<file path="src/rtl/rc_pwm_capture.sv">
// Multi-channel hobby-RC PWM pulse-width capture.
// Each channel measures the high time of its input in prescaled ticks, drops
// glitches, saturates long pulses into an error, and falls back to a failsafe
// value when the signal is lost or capture is disabled. All channels share one
// tick prescaler and are otherwise independent.
module rc_pwm_capture #(
   parameter int               NUM_CH        = 4,
   parameter int               OUT_W         = 8,
   parameter int               CLK_DIV       = 208,
   parameter int               MIN_TICKS     = 256,
   parameter int               GLITCH_TICKS  = 128,
   parameter int               MAX_TICKS     = 768,
   parameter int               TIMEOUT_TICKS = 6400,
   parameter logic [OUT_W-1:0] FAILSAFE      = '0
) (
   input  logic                     sys_clk,
   input  logic                     sys_rst_n,
   input  logic                     enable,
   input  logic [NUM_CH-1:0]        pwm_in,
   output logic [NUM_CH*OUT_W-1:0]  pwm_out,
   output logic [NUM_CH-1:0]        ch_valid,
   output logic [NUM_CH-1:0]        new_sample
);

   localparam int HC_W = OUT_W + 2;
   localparam int TO_W = $clog2(TIMEOUT_TICKS + 1);
   localparam int PS_W = (CLK_DIV > 1) ? $clog2(CLK_DIV) : 1;

   localparam logic [PS_W-1:0] PS_RELOAD = PS_W'(CLK_DIV - 1);
   localparam logic [HC_W-1:0] GLITCH_C  = HC_W'(GLITCH_TICKS);
   localparam logic [HC_W-1:0] MIN_C     = HC_W'(MIN_TICKS);
   localparam logic [HC_W-1:0] MAX_C     = HC_W'(MAX_TICKS);
   localparam logic [TO_W-1:0] TO_C      = TO_W'(TIMEOUT_TICKS);

   typedef enum logic [1:0] {
      ST_WAIT_LOW = 2'd0,
      ST_LOW      = 2'd1,
      ST_HIGH     = 2'd2
   } ch_state_e;

   logic [NUM_CH-1:0] sync1_q, sync2_q, hist_q;
   logic [1:0]        primed_q;
   logic [PS_W-1:0]   ps_q, ps_d;
   logic              tick;

   // Two-flop synchroniser plus history flop per input; primed_q marks when
   // sync2_q first holds a real input sample rather than its reset value.
   always_ff @(posedge sys_clk or negedge sys_rst_n) begin
      // NOTE: state is always assigned with <= so every flop samples the
      // pre-edge value of its neighbours and the pipeline shifts one stage.
      if (!sys_rst_n) begin
         sync1_q  <= '0;
         sync2_q  <= '0;
         hist_q   <= '0;
         primed_q <= '0;
      end else begin
         sync1_q  <= pwm_in;
         sync2_q  <= sync1_q;
         hist_q   <= sync2_q;
         primed_q <= {primed_q[0], 1'b1};
      end
   end

   // Shared prescaler: counts down, reloads after reaching zero, parked while disabled.
   always_comb begin
      // NOTE: ps_d gets a value on every path first, so no latch is inferred.
      ps_d = ps_q;
      if (!enable || (ps_q == '0)) ps_d = PS_RELOAD;
      else                         ps_d = ps_q - PS_W'(1);
   end

   // Prescaler register.
   always_ff @(posedge sys_clk or negedge sys_rst_n) begin
      if (!sys_rst_n) ps_q <= PS_RELOAD;
      else            ps_q <= ps_d;
   end

   assign tick = enable && (ps_q == '0);

   for (genvar g = 0; g < NUM_CH; g++) begin : g_ch
      ch_state_e        state_q, state_d;
      logic [HC_W-1:0]  hc_q, hc_d;
      logic [TO_W-1:0]  to_q, to_d;
      logic [OUT_W-1:0] out_q, out_d;
      logic             valid_q, valid_d;
      logic             ns_q, ns_d;
      logic             level, rise, fall, hc_max, timeout;
      logic [HC_W-1:0]  diff;
      logic [OUT_W-1:0] scaled;

      assign level   = sync2_q[g];
      assign rise    = sync2_q[g] & ~hist_q[g];
      assign fall    = ~sync2_q[g] & hist_q[g];
      assign hc_max  = (hc_q >= MAX_C);
      assign timeout = (to_q >= TO_C);

      // Offset by one millisecond, floor at zero, clamp to full scale.
      assign diff   = hc_q - MIN_C;
      assign scaled = (hc_q < MIN_C)           ? '0 :
                      (|diff[HC_W-1:OUT_W])    ? '1 : diff[OUT_W-1:0];

      // Channel state register.
      always_ff @(posedge sys_clk or negedge sys_rst_n) begin
         if (!sys_rst_n) state_q <= ST_WAIT_LOW;
         else            state_q <= state_d;
      end

      // Next state: wait for a real low, then track rise/fall; overlong pulses abort.
      always_comb begin
         state_d = state_q;
         if (!enable) begin
            state_d = ST_WAIT_LOW;
         end else begin
            unique case (state_q)
               ST_WAIT_LOW: if (primed_q[1] && !level) state_d = ST_LOW;
               ST_LOW:      if (rise)                  state_d = ST_HIGH;
               ST_HIGH: begin
                  if (hc_max)    state_d = ST_WAIT_LOW;
                  else if (fall) state_d = ST_LOW;
               end
               default:         state_d = ST_WAIT_LOW;
            endcase
         end
      end

      // Counters and outputs: timeout loss first, then the event of this state.
      always_comb begin
         hc_d    = hc_q;
         to_d    = to_q;
         out_d   = out_q;
         valid_d = valid_q;
         ns_d    = 1'b0;
         if (!enable) begin
            hc_d    = '0;
            to_d    = '0;
            out_d   = FAILSAFE;
            valid_d = 1'b0;
         end else begin
            if (tick && (state_q != ST_WAIT_LOW) && (to_q != '1)) to_d = to_q + TO_W'(1);
            if (timeout) begin
               out_d   = FAILSAFE;
               valid_d = 1'b0;
            end
            unique case (state_q)
               ST_LOW: if (rise) hc_d = '0;
               ST_HIGH: begin
                  if (hc_max) begin
                     out_d   = FAILSAFE;
                     valid_d = 1'b0;
                  end else if (fall) begin
                     if (hc_q >= GLITCH_C) begin
                        out_d   = scaled;
                        valid_d = 1'b1;
                        ns_d    = 1'b1;
                        to_d    = '0;
                     end
                  end else if (tick && (hc_q != '1)) begin
                     hc_d = hc_q + HC_W'(1);
                  end
               end
               default: ;
            endcase
         end
      end

      // Channel datapath registers.
      always_ff @(posedge sys_clk or negedge sys_rst_n) begin
         if (!sys_rst_n) begin
            hc_q    <= '0;
            to_q    <= '0;
            out_q   <= FAILSAFE;
            valid_q <= 1'b0;
            ns_q    <= 1'b0;
         end else begin
            hc_q    <= hc_d;
            to_q    <= to_d;
            out_q   <= out_d;
            valid_q <= valid_d;
            ns_q    <= ns_d;
         end
      end

      assign pwm_out[g*OUT_W +: OUT_W] = out_q;
      assign ch_valid[g]               = valid_q;
      assign new_sample[g]             = ns_q;
   end

endmodule

</file>
<file path="config.mk">
export PLATFORM = sky130hd
export DESIGN_NAME = rc_pwm_capture
export DESIGN_NICKNAME = d
export VERILOG_FILES = /design/src/rtl/rc_pwm_capture.sv
export SDC_FILE = /design/constraint.sdc
export NUM_CORES = 1
export LEC_CHECK = 0
export CAP_MARGIN = 20
export CORE_ASPECT_RATIO = 1.2
export CORE_UTILIZATION = 46
export DETAILED_ROUTE_END_ITERATION = 6
export PLACE_DENSITY = 0.72
export SYNTH_ARGS = -nofsm -noshare
export SYNTH_HDL_FRONTEND = slang
export SYNTH_SLANG_ARGS = --single-unit
</file>
<file path="constraint.sdc">
create_clock -name sys_clk -period 2.3 [get_ports sys_clk]
set_input_delay 0.23 -clock sys_clk [delete_from_list [all_inputs] [get_ports sys_clk]]
set_output_delay 0.23 -clock sys_clk [all_outputs]
set_load 0.02 [all_outputs]
</file>
; ---- Word-level counts from Yosys, hierarchy flattened
; Index checks and enable logic that the tools add are counted.
[classes]
shift = 0
n_mux = 149
n_addsub = 13
div = 0
n_eq_ne = 44
reduce_logical = 44
n_mul = 0
order_cmp = 16
bitwise = 16
[ops]
columns = op, n
row1 = $mux 13, 24
row2 = $mux 8, 33
row3 = $mux 10, 20
row4 = $pmux 10 s2, 4
row5 = $ne 3x3->1 const B, 20
row6 = $add 13x1->13 const B, 4
row7 = $ge 13x13->1 const B, 4
row8 = $ne 13x13->1 const B, 4
row9 = $mux 1, 44
row10 = $add 10x1->10 const B, 4
row11 = $ge 10x10->1 const B, 4
row12 = $ge 10x8->1 const B, 4
row13 = $lt 10x9->1 const B, 4
row14 = $mux 2, 20
row15 = $ne 10x10->1 const B, 4
row16 = $sub 10x9->10 const B, 4
row17 = $pmux 2 s3, 4
row18 = $reduce_and 5->1, 4
row19 = $logic_and 1x1->1, 17
row20 = $ne 4x4->1 const B, 4
row21 = $ne 3x1->1 const B, 4
row22 = $reduce_and 3->1, 4
row23 = $and 1x1->1, 8
row24 = $eq 2x1->1 const B, 4
row25 = 9 further kinds, 32
[totals]
romBits = 0
latchBits = 0
regBits = 162
output_inout_bits = 40
memories = 0
word_cells = 311
ram_bits = 0
input_bits = 7

; ---- Depth between registers and ports, before layout
; Gate-level depths: netlist of run 1.
[depth]
depth_word = 10
ltp_mapped = 9
mapped_depth_nobuf = 7

; ---- Worst setup path after synthesis of run 1
; OpenSTA, ideal clock, no wires.
[synth_path]
path_kind = reg-to-reg
startpoint = reg ps_q[0]
endpoint = reg g_ch[0].hc_q[9]
path_buffers = 1
setup_time_ns = 0.078
setup_slack_ns = 0.199
period_less_slack_ns = 2.101
arrival_time_ns = 2.023
path_stages_with_launch = 9
t_required_ns = 2.222
path_cell_list = dfstp_2 > inv_1 > ha_1 > nor3b_2 > buf_4 > nand3_2 > or4_1 > or3_1 > a21oi_1
[synth_via]
elab_chain_len = 5
[synth_rtl]
columns = item, line_no
row1 = "start, declared", 43  ; logic [PS_W-1:0] ps_q, ps_d;
row2 = "start signal, assigned", 75  ; else ps_q <= ps_d;
row3 = $logic_not 8->1, 78  ; assign tick = enable && (ps_q == '0);
row4 = $logic_and 1x1->1, 78
row5 = $logic_and 1x1->1, 157  ; end else if (tick && (hc_q != '1)) begin
row6 = $ne 3x3->1 (no source line), n/a
row7 = $reduce_and 5->1 (no source line), n/a
row8 = "end signal, assigned", 169  ; hc_q <= '0;
row9 = "end signal, assigned", 175  ; hc_q <= hc_d;
row10 = "end, declared", 82  ; logic [HC_W-1:0] hc_q, hc_d;
; No other way between the ends.
; A chain may end at the register's enable or synchronous reset.

; ---- Worst setup path after layout of run 1
[layout_path]
startpoint = reg ps_q[0]
endpoint = reg g_ch[2].hc_q[5]
[layout_via]
elab_chain_len = 5
[layout_rtl]
columns = item, line_no
row1 = $logic_not 8->1, 78
row2 = $logic_and 1x1->1, 78
row3 = $logic_and 1x1->1, 157
row4 = $ne 3x3->1 (no source line), n/a
row5 = $reduce_and 5->1 (no source line), n/a
row6 = "end signal, assigned", 169
row7 = "end signal, assigned", 175
row8 = "end, declared", 82
; No other way between the ends.

==> flow_metrics.env, run 1 <==
export IMPL_n_antenna_cell=0
export IMPL_combPwrFrac_pct=4.1
export IMPL_cp_max_fo=13
export IMPL_switching_share_pct=22.8
export IMPL_maxSlewViolCount=0
export IMPL_fin_crit_sh_pct=95.0
export IMPL_critical_path_required_ns=2.65
export IMPL_globalplace_congestion=0.844
export IMPL_yosysMostFrequentCell="dfrtp_1"
export IMPL_yosysTopAreaCell="dfrtp_1"
export IMPL_crit_type="reg -> reg"
export IMPL_cap_violations=0
export IMPL_p_int_uw=4410
export IMPL_avgSynthCellArea_um2=9.38
export IMPL_synth_cell_types=72
export IMPL_dr_pass1_iters=7
export IMPL_floorplan_die_area_um2=18600
export IMPL_fin_nets=972
export IMPL_die_width_um=125
export IMPL_first_global_vias=6289
export IMPL_wl_per_cell_um=14.4
export IMPL_initial_core_util_pct=47.2
export IMPL_setup_tns_ns=0
export IMPL_leakage_uw=0.00395
export IMPL_synth_yosys_seq_area_share_pct=48.8
export IMPL_start_kind="flop"
export IMPL_ir_drop_mv=0.497
export IMPL_end_kind="flop"
export IMPL_ioPinCount=47
export IMPL_p_switching_uw=1300
export IMPL_clock_root_buffer="clkbuf_16"
export IMPL_yosysWarnings=0
export IMPL_status="finished, violations left"
export IMPL_power_frac_clock_pct=45.1
export IMPL_grt_max_degree=53
export IMPL_synthTopCellsByArea="dfrtp_1 47%, nor2_1 5.0%, a21oi_1 3.8%, nand2_1 3.4%, xnor2_1 3.3%"
export IMPL_synth_top_area_share_pct=46.9
export IMPL_hp_class="in -> reg"
export IMPL_drtIter0Drc=566
export IMPL_coreArea_um2=17600
export IMPL_synth_cell_area_um2=8320
export IMPL_grt_usage_pct=19.8
export IMPL_clkLatencyLatePin_ns=0.43
export IMPL_worst_ep_arrival_time_ns=2.53
export IMPL_cts_htree_levels=4
export IMPL_rows=53
export IMPL_relSlewSlack_pct=54.3
export IMPL_hpwl_mm=11.6
export IMPL_final_min_clock_period_ns=2.19
export IMPL_tightestPinTransition_ns=0.677
export IMPL_path_clk_slew_ns=0.06
export IMPL_violations="DRC"
export IMPL_die_h_um=149
export IMPL_ant_nets=0
export IMPL_seq_power_share_pct=50.9
export IMPL_fmax_mhz=458
export IMPL_rsz0062_at_grt="yes"
export IMPL_finalSetupViolCount=0
export IMPL_synth_edf_count=0
export IMPL_skew_ns=0.0120
export IMPL_grt_overflow=0
export IMPL_antenna_found_initial=0
export IMPL_grt_pass1_wl_mm=30.0
export IMPL_hold_viol=0
export IMPL_final_util_pct=55.3
export IMPL_cts_inserted_buffers=17
export IMPL_area_growth_pct=17.2
export IMPL_routed_wl_mm=17.1
export IMPL_ys_flop_type="dfrtp_1"
export IMPL_portBuffers=46
export IMPL_drc_errors=9
export IMPL_syn_num_nets=908
export IMPL_drive_gt1_share_pct=10.2
export IMPL_synth_async_reset_ratio_pct=100
export IMPL_power_density_nw_per_um2=586
export IMPL_cts_buffer_depth=2
export IMPL_cts_tree="done"
export IMPL_synthCells=887
export IMPL_synth_common_cells="156 x dfrtp_1, 110 x nor2_1, 75 x nand2_1, 63 x a21oi_1, 52 x o21ai_0"
export IMPL_via_count=6594
export IMPL_ys_ff_latch=162
export IMPL_via_per_inst=5.57
export IMPL_clock_sinks=162
[power groups by stage]
| stage | Clock, uW | Combinational [uW] | Sequential, uW |
|---|---|---|---|
| floorplan | 0 | 113 | 2950 |
| global placement | 0 | 232 | 2960 |
| detailed placement | 0 | 235 | 2960 |
| CTS | 2640 | 236 | 2910 |
| global route | 2750 | 266 | 2910 |
| finish | 2580 | 232 | 2910 |
[layer usage]
layer | track usage, % | vias up | part of all wire (%)
met4 | 6.73 | 0 | 1.3
met1 | 26.7 | 3165 | 48
met2 | 32.8 | 118 | 48
li1 | - | 3292 | -
met3 | 3.12 | 19 | 3.2
met5 | 0 | - | 0
[through the flow]
step | total power [uW] | std cells | setup WS (ns) | instance area (um2) | hold WS [ns]
after floorplan | 3060 | 887 | 0.199 | 8320 | -0.0656
after global placement | 3190 | 1151 | 0.189 | 9200 | 0.212
after detailed placement | 3190 | 1151 | 0.145 | 9200 | 0.215
after CTS | 5780 | 1184 | 0.105 | 9740 | 0.225
after global routing | 5930 | 1184 | -0.0176 | 9750 | 0.232
final | 5720 | 1184 | 0.115 | 9750 | 0.232
[flip-flops by register name, indices dropped and copies added, names as in the netlist]
| register | cells |
|---|---|
| g_ch.to_q | 52 |
| g_ch.hc_q | 40 |
| g_ch.out_q | 32 |
| g_ch.state_q | 8 |
| ps_q | 8 |
| g_ch.ns_q | 4 |
| g_ch.valid_q | 4 |
| hist_q | 4 |
| sync1_q | 4 |
| sync2_q | 4 |
| primed_q | 2 |
[cells in the final DEF (no fill, tap or decap), types with 4 or more instances in the layout]
master	instances
dfstp_2	6
clkinvlp_4	6
ha_1	14
dfrtp_1	156
a21oi_1	63
nand2_1	75
o21a_1	4
and3_1	20
nand4_1	11
or3_1	12
nand3_1	38
mux2i_1	4
a31oi_1	11
o2bb2ai_1	7
xnor2_1	31
o31ai_1	14
o21ai_0	52
nor3_1	16
inv_1	34
clkbuf_16	17
or2_2	5
nor2_1	110
clkbuf_1	4
nor4bb_1	5
or4_1	10
nor2b_1	12
o21ai_1	5
xor2_1	19
o22ai_1	8
buf_4	38
nor4_1	8
o211ai_1	8
o2111ai_1	6
o311ai_0	5
nand2b_1	13
and4_1	5
clkdlybuf4s50_1	45
[cell families after synthesis]
kind of cell | share of synthesized area, %
multiplexers | 0.481
AO/OA/AOI/OAI | 16.6
adder cells (fa/ha/maj) | 2.10
other | 0.0450
flip-flops | 48.8
XOR/XNOR | 5.26
buffers and inverters | 4.07
AND/OR/NAND/NOR | 22.7
[what timing repair did]
action,CTS,global route
endpoints found under the setup margin,0,6
resized for setup,0,2
endpoints found under the hold margin,45,0
setup buffers,0,0
hold buffers,1,0
[path summary, 6_finish.rpt]
kind	from	end	slack, ns	depth (start not counted)
max	ps_q[0]	g_ch[2].hc_q[5]	0.11	8
min	pwm_in[0]	sync1_q[0]	0.23	1
max reg2reg	ps_q[0]	g_ch[2].hc_q[5]	0.11	8
min reg2reg	sync1_q[1]	sync2_q[1]	0.35	0
max in group asynchronous	sys_rst_n	g_ch[1].to_q[0]	1.22	3
min in group asynchronous	sys_rst_n	g_ch[0].to_q[6]	0.31	2
[area by class of cell]
class	instances	area, um2
Timing Repair Buffer	88	817
Tap cell	220	275
Clock buffer	24	482
Fill cell	1565	7890
Inverter	34	128
Clock inverter	8	55.1
Sequential cell	162	4060
Multi-Input combinational cell	648	3940
[worst max-delay path, stage by stage, from the launching register on]
cell	delay, ns
dfstp_2	0.37
inv_1	0.07
ha_1	0.14
nor3b_2	0.20
buf_4	0.17
a31oi_1	0.11
o31a_2	0.40
or4_1	0.49
a21oi_1	0.15
(Power assumes the default switching activity.)
==> run 2, diff against run 1 <==
Settings changed: CTS_BUF_LIST from default to sky130_fd_sc_hd__clkbuf_8, GPL_TIMING_DRIVEN from default to 0.
==> run 2 against run 1 <==
Critical path depth grew 1. Register-to-register slack hardly changed. Routed wire length rose by 4.8%. Critical endpoint is now g_ch[3].to_q[11]. The run still ends with DRC left. Maximum frequency decreased by 0.26%. First-iteration DRC count is 33% lower. Sequential share of layout area rose by 0.27 points. Worst hold slack worse by 0.047 ns. Critical path type unchanged.
==> flow_metrics.env, run 2 (synthesized netlist as in run 1, its figures left out) <==
export IMPL_status="finished, violations left"
export IMPL_violations="DRC"
export IMPL_num_fill_cells=1608
export IMPL_fin_crit_sh_pct=95.3
export IMPL_worst_ep_arrival_time_ns=2.52
export IMPL_routed_wl_mm=17.9
export IMPL_cts_tree="done"
export IMPL_clkLatencyLatePin_ns=0.46
export IMPL_grt_pass1_wl_mm=31.1
export IMPL_floorplan_die_area_um2=18600
export IMPL_ir_drop_mv=0.372
export IMPL_grt_overflow=0
export IMPL_wl_per_cell_um=15.0
export IMPL_cts_htree_levels=4
export IMPL_path_cells="inv_1, ha_1, nor3b_4, buf_6, buf_4, o2111ai_4, a2111oi_4, xnor2_1, nor2_1"
export IMPL_antenna_found_initial=0
export IMPL_hpwl_mm=12.0
export IMPL_cts_inserted_buffers=17
export IMPL_power_density_nw_per_um2=552
export IMPL_cp_max_fo=10
export IMPL_ant_nets=0
export IMPL_largest_reg_flops=52
export IMPL_via_count=6735
export IMPL_first_global_vias=6529
export IMPL_drc_errors=8
export IMPL_r2r_setup_slack_ns=0.11
export IMPL_fin_nets=980
export IMPL_instances_no_fill=1192
export IMPL_cts_buffer_depth=2
export IMPL_skew_ns=0.0118
export IMPL_postLayoutCellArea_um2=9690
export IMPL_critical_path_required_ns=2.63
export IMPL_cpPeakStageDelay_ns=0.42
export IMPL_finalSetupViolCount=0
export IMPL_coreArea_um2=17600
export IMPL_path_clk_slew_ns=0.08
export IMPL_hold_viol=0
export IMPL_final_cell_mix="156 x dfrtp_1, 110 x nor2_1, 75 x nand2_1"
export IMPL_slowest_stage="a2111oi_4"
export IMPL_final_min_clock_period_ns=2.19
export IMPL_post_place_ws_ns=-0.447
export IMPL_placed_cells=1153
export IMPL_clock_root_buffer="clkbuf_8"
export IMPL_start_kind="flop"
export IMPL_regMostFlops="g_ch.to_q"
export IMPL_maxSlewViolCount=0
export IMPL_ioPinCount=47
export IMPL_n_antenna_cell=0
export IMPL_top_regs="g_ch.to_q: 52 flops, g_ch.hc_q: 40 flops, g_ch.out_q: 32 flops"
export IMPL_place_area_um2=9080
export IMPL_layout_commonest_cell="dfrtp_1"
export IMPL_die_width_um=125
export IMPL_drtIter0Drc=382
export IMPL_grt_usage_pct=20.5
export IMPL_leakage_uw=0.00393
export IMPL_tightestPinTransition_ns=0.817
export IMPL_crit_type="reg -> reg"
export IMPL_cap_violations=0
export IMPL_initial_core_util_pct=47.2
export IMPL_end_kind="flop"
export IMPL_via_per_inst=5.65
export IMPL_hp_class="in -> reg"
export IMPL_relSlewSlack_pct=44.9
export IMPL_rows=53
export IMPL_drive_gt1_share_pct=9.47
export IMPL_fmax_mhz=456
export IMPL_globalplace_congestion=0.842
export IMPL_layout_setup_ws_ns=0.109
export IMPL_portBuffers=45
export IMPL_dr_pass1_iters=6
export IMPL_whs_ns=0.186
export IMPL_clock_sinks=162
export IMPL_setup_tns_ns=0
export IMPL_area_growth_pct=16.4
export IMPL_grt_max_degree=83
export IMPL_die_h_um=149
## run 2: cell types whose count changed in the layout (fill, tap and decap cells not counted), sizes merged
cell / change
clkinvlp: -4
clkdlybuf4s50: -1
clkinv: +1
clkbuf: +17
bufinv: +4
inv: +5
buf: -14
## run 2: worst max-delay path, delay by kind of cell (launching register included)
family | cells | cell delay (ns)
AO/OA/AOI/OAI | 2 | 0.70
flip-flops | 1 | 0.38
buffers and inverters | 3 | 0.39
adder cells (fa/ha/maj) | 1 | 0.14
AND/OR/NAND/NOR | 2 | 0.29
XOR/XNOR | 1 | 0.16
## run 2: worst paths after layout
check                                    to  depth (start not counted)        start
setup / recovery           g_ch[3].to_q[11]                          9      ps_q[0]
hold reg to reg                 primed_q[1]                          0  primed_q[0]
max in group asynchronous  g_ch[1].to_q[11]                          3    sys_rst_n
min in group asynchronous   g_ch[0].to_q[5]                          2    sys_rst_n
setup reg to reg           g_ch[3].to_q[11]                          9      ps_q[0]
hold / removal              g_ch[3].hc_q[9]                          3       enable
## run 2: cell type report
class	instances	area (um2)	share of cell area, %
clock inverters	14	176	1.82
clock buffers	18	248	2.56
repair buffers	54	546	5.63
flip-flops and latches	162	4060	41.9
well taps	220	275	2.84
plain buffers	42	225	2.32
multi-input cells	648	4030	41.6
inverters	34	128	1.32
## run 2: where the power goes
group	total [uW]	leakage, uW	internal (uW)	switching [uW]
Combinational	229	0.00150	62.1	167
Clock	2220	0.000225	1190	1020
Sequential	2900	0.00221	2870	26.9
## run 2: metrics by stage
step / util (%) / power [uW]
after CTS: 54.1 / 5410
after detailed placement: 51.5 / 3180
after global routing: 54.9 / 5550
after global placement: 51.3 / 3180
final: 54.9 / 5350
after floorplan: - / 3060
## run 2: layer usage
| metal | vias up | wire [um] | track usage (%) |
|---|---|---|---|
| met5 | - | 0 | 0 |
| met4 | 0 | 293 | 7.10 |
| met3 | 21 | 452 | 3.19 |
| met2 | 109 | 8910 | 35.1 |
| met1 | 3298 | 8270 | 26.6 |
| li1 | 3307 | - | - |
## run 2: repair_timing
action	in CTS	in global routing
hold endpoints to repair	75	0
pin swaps	0	4
hold buffers	1	0
gates resized for setup	2	25
setup endpoints to repair	9	51
setup buffers	2	5
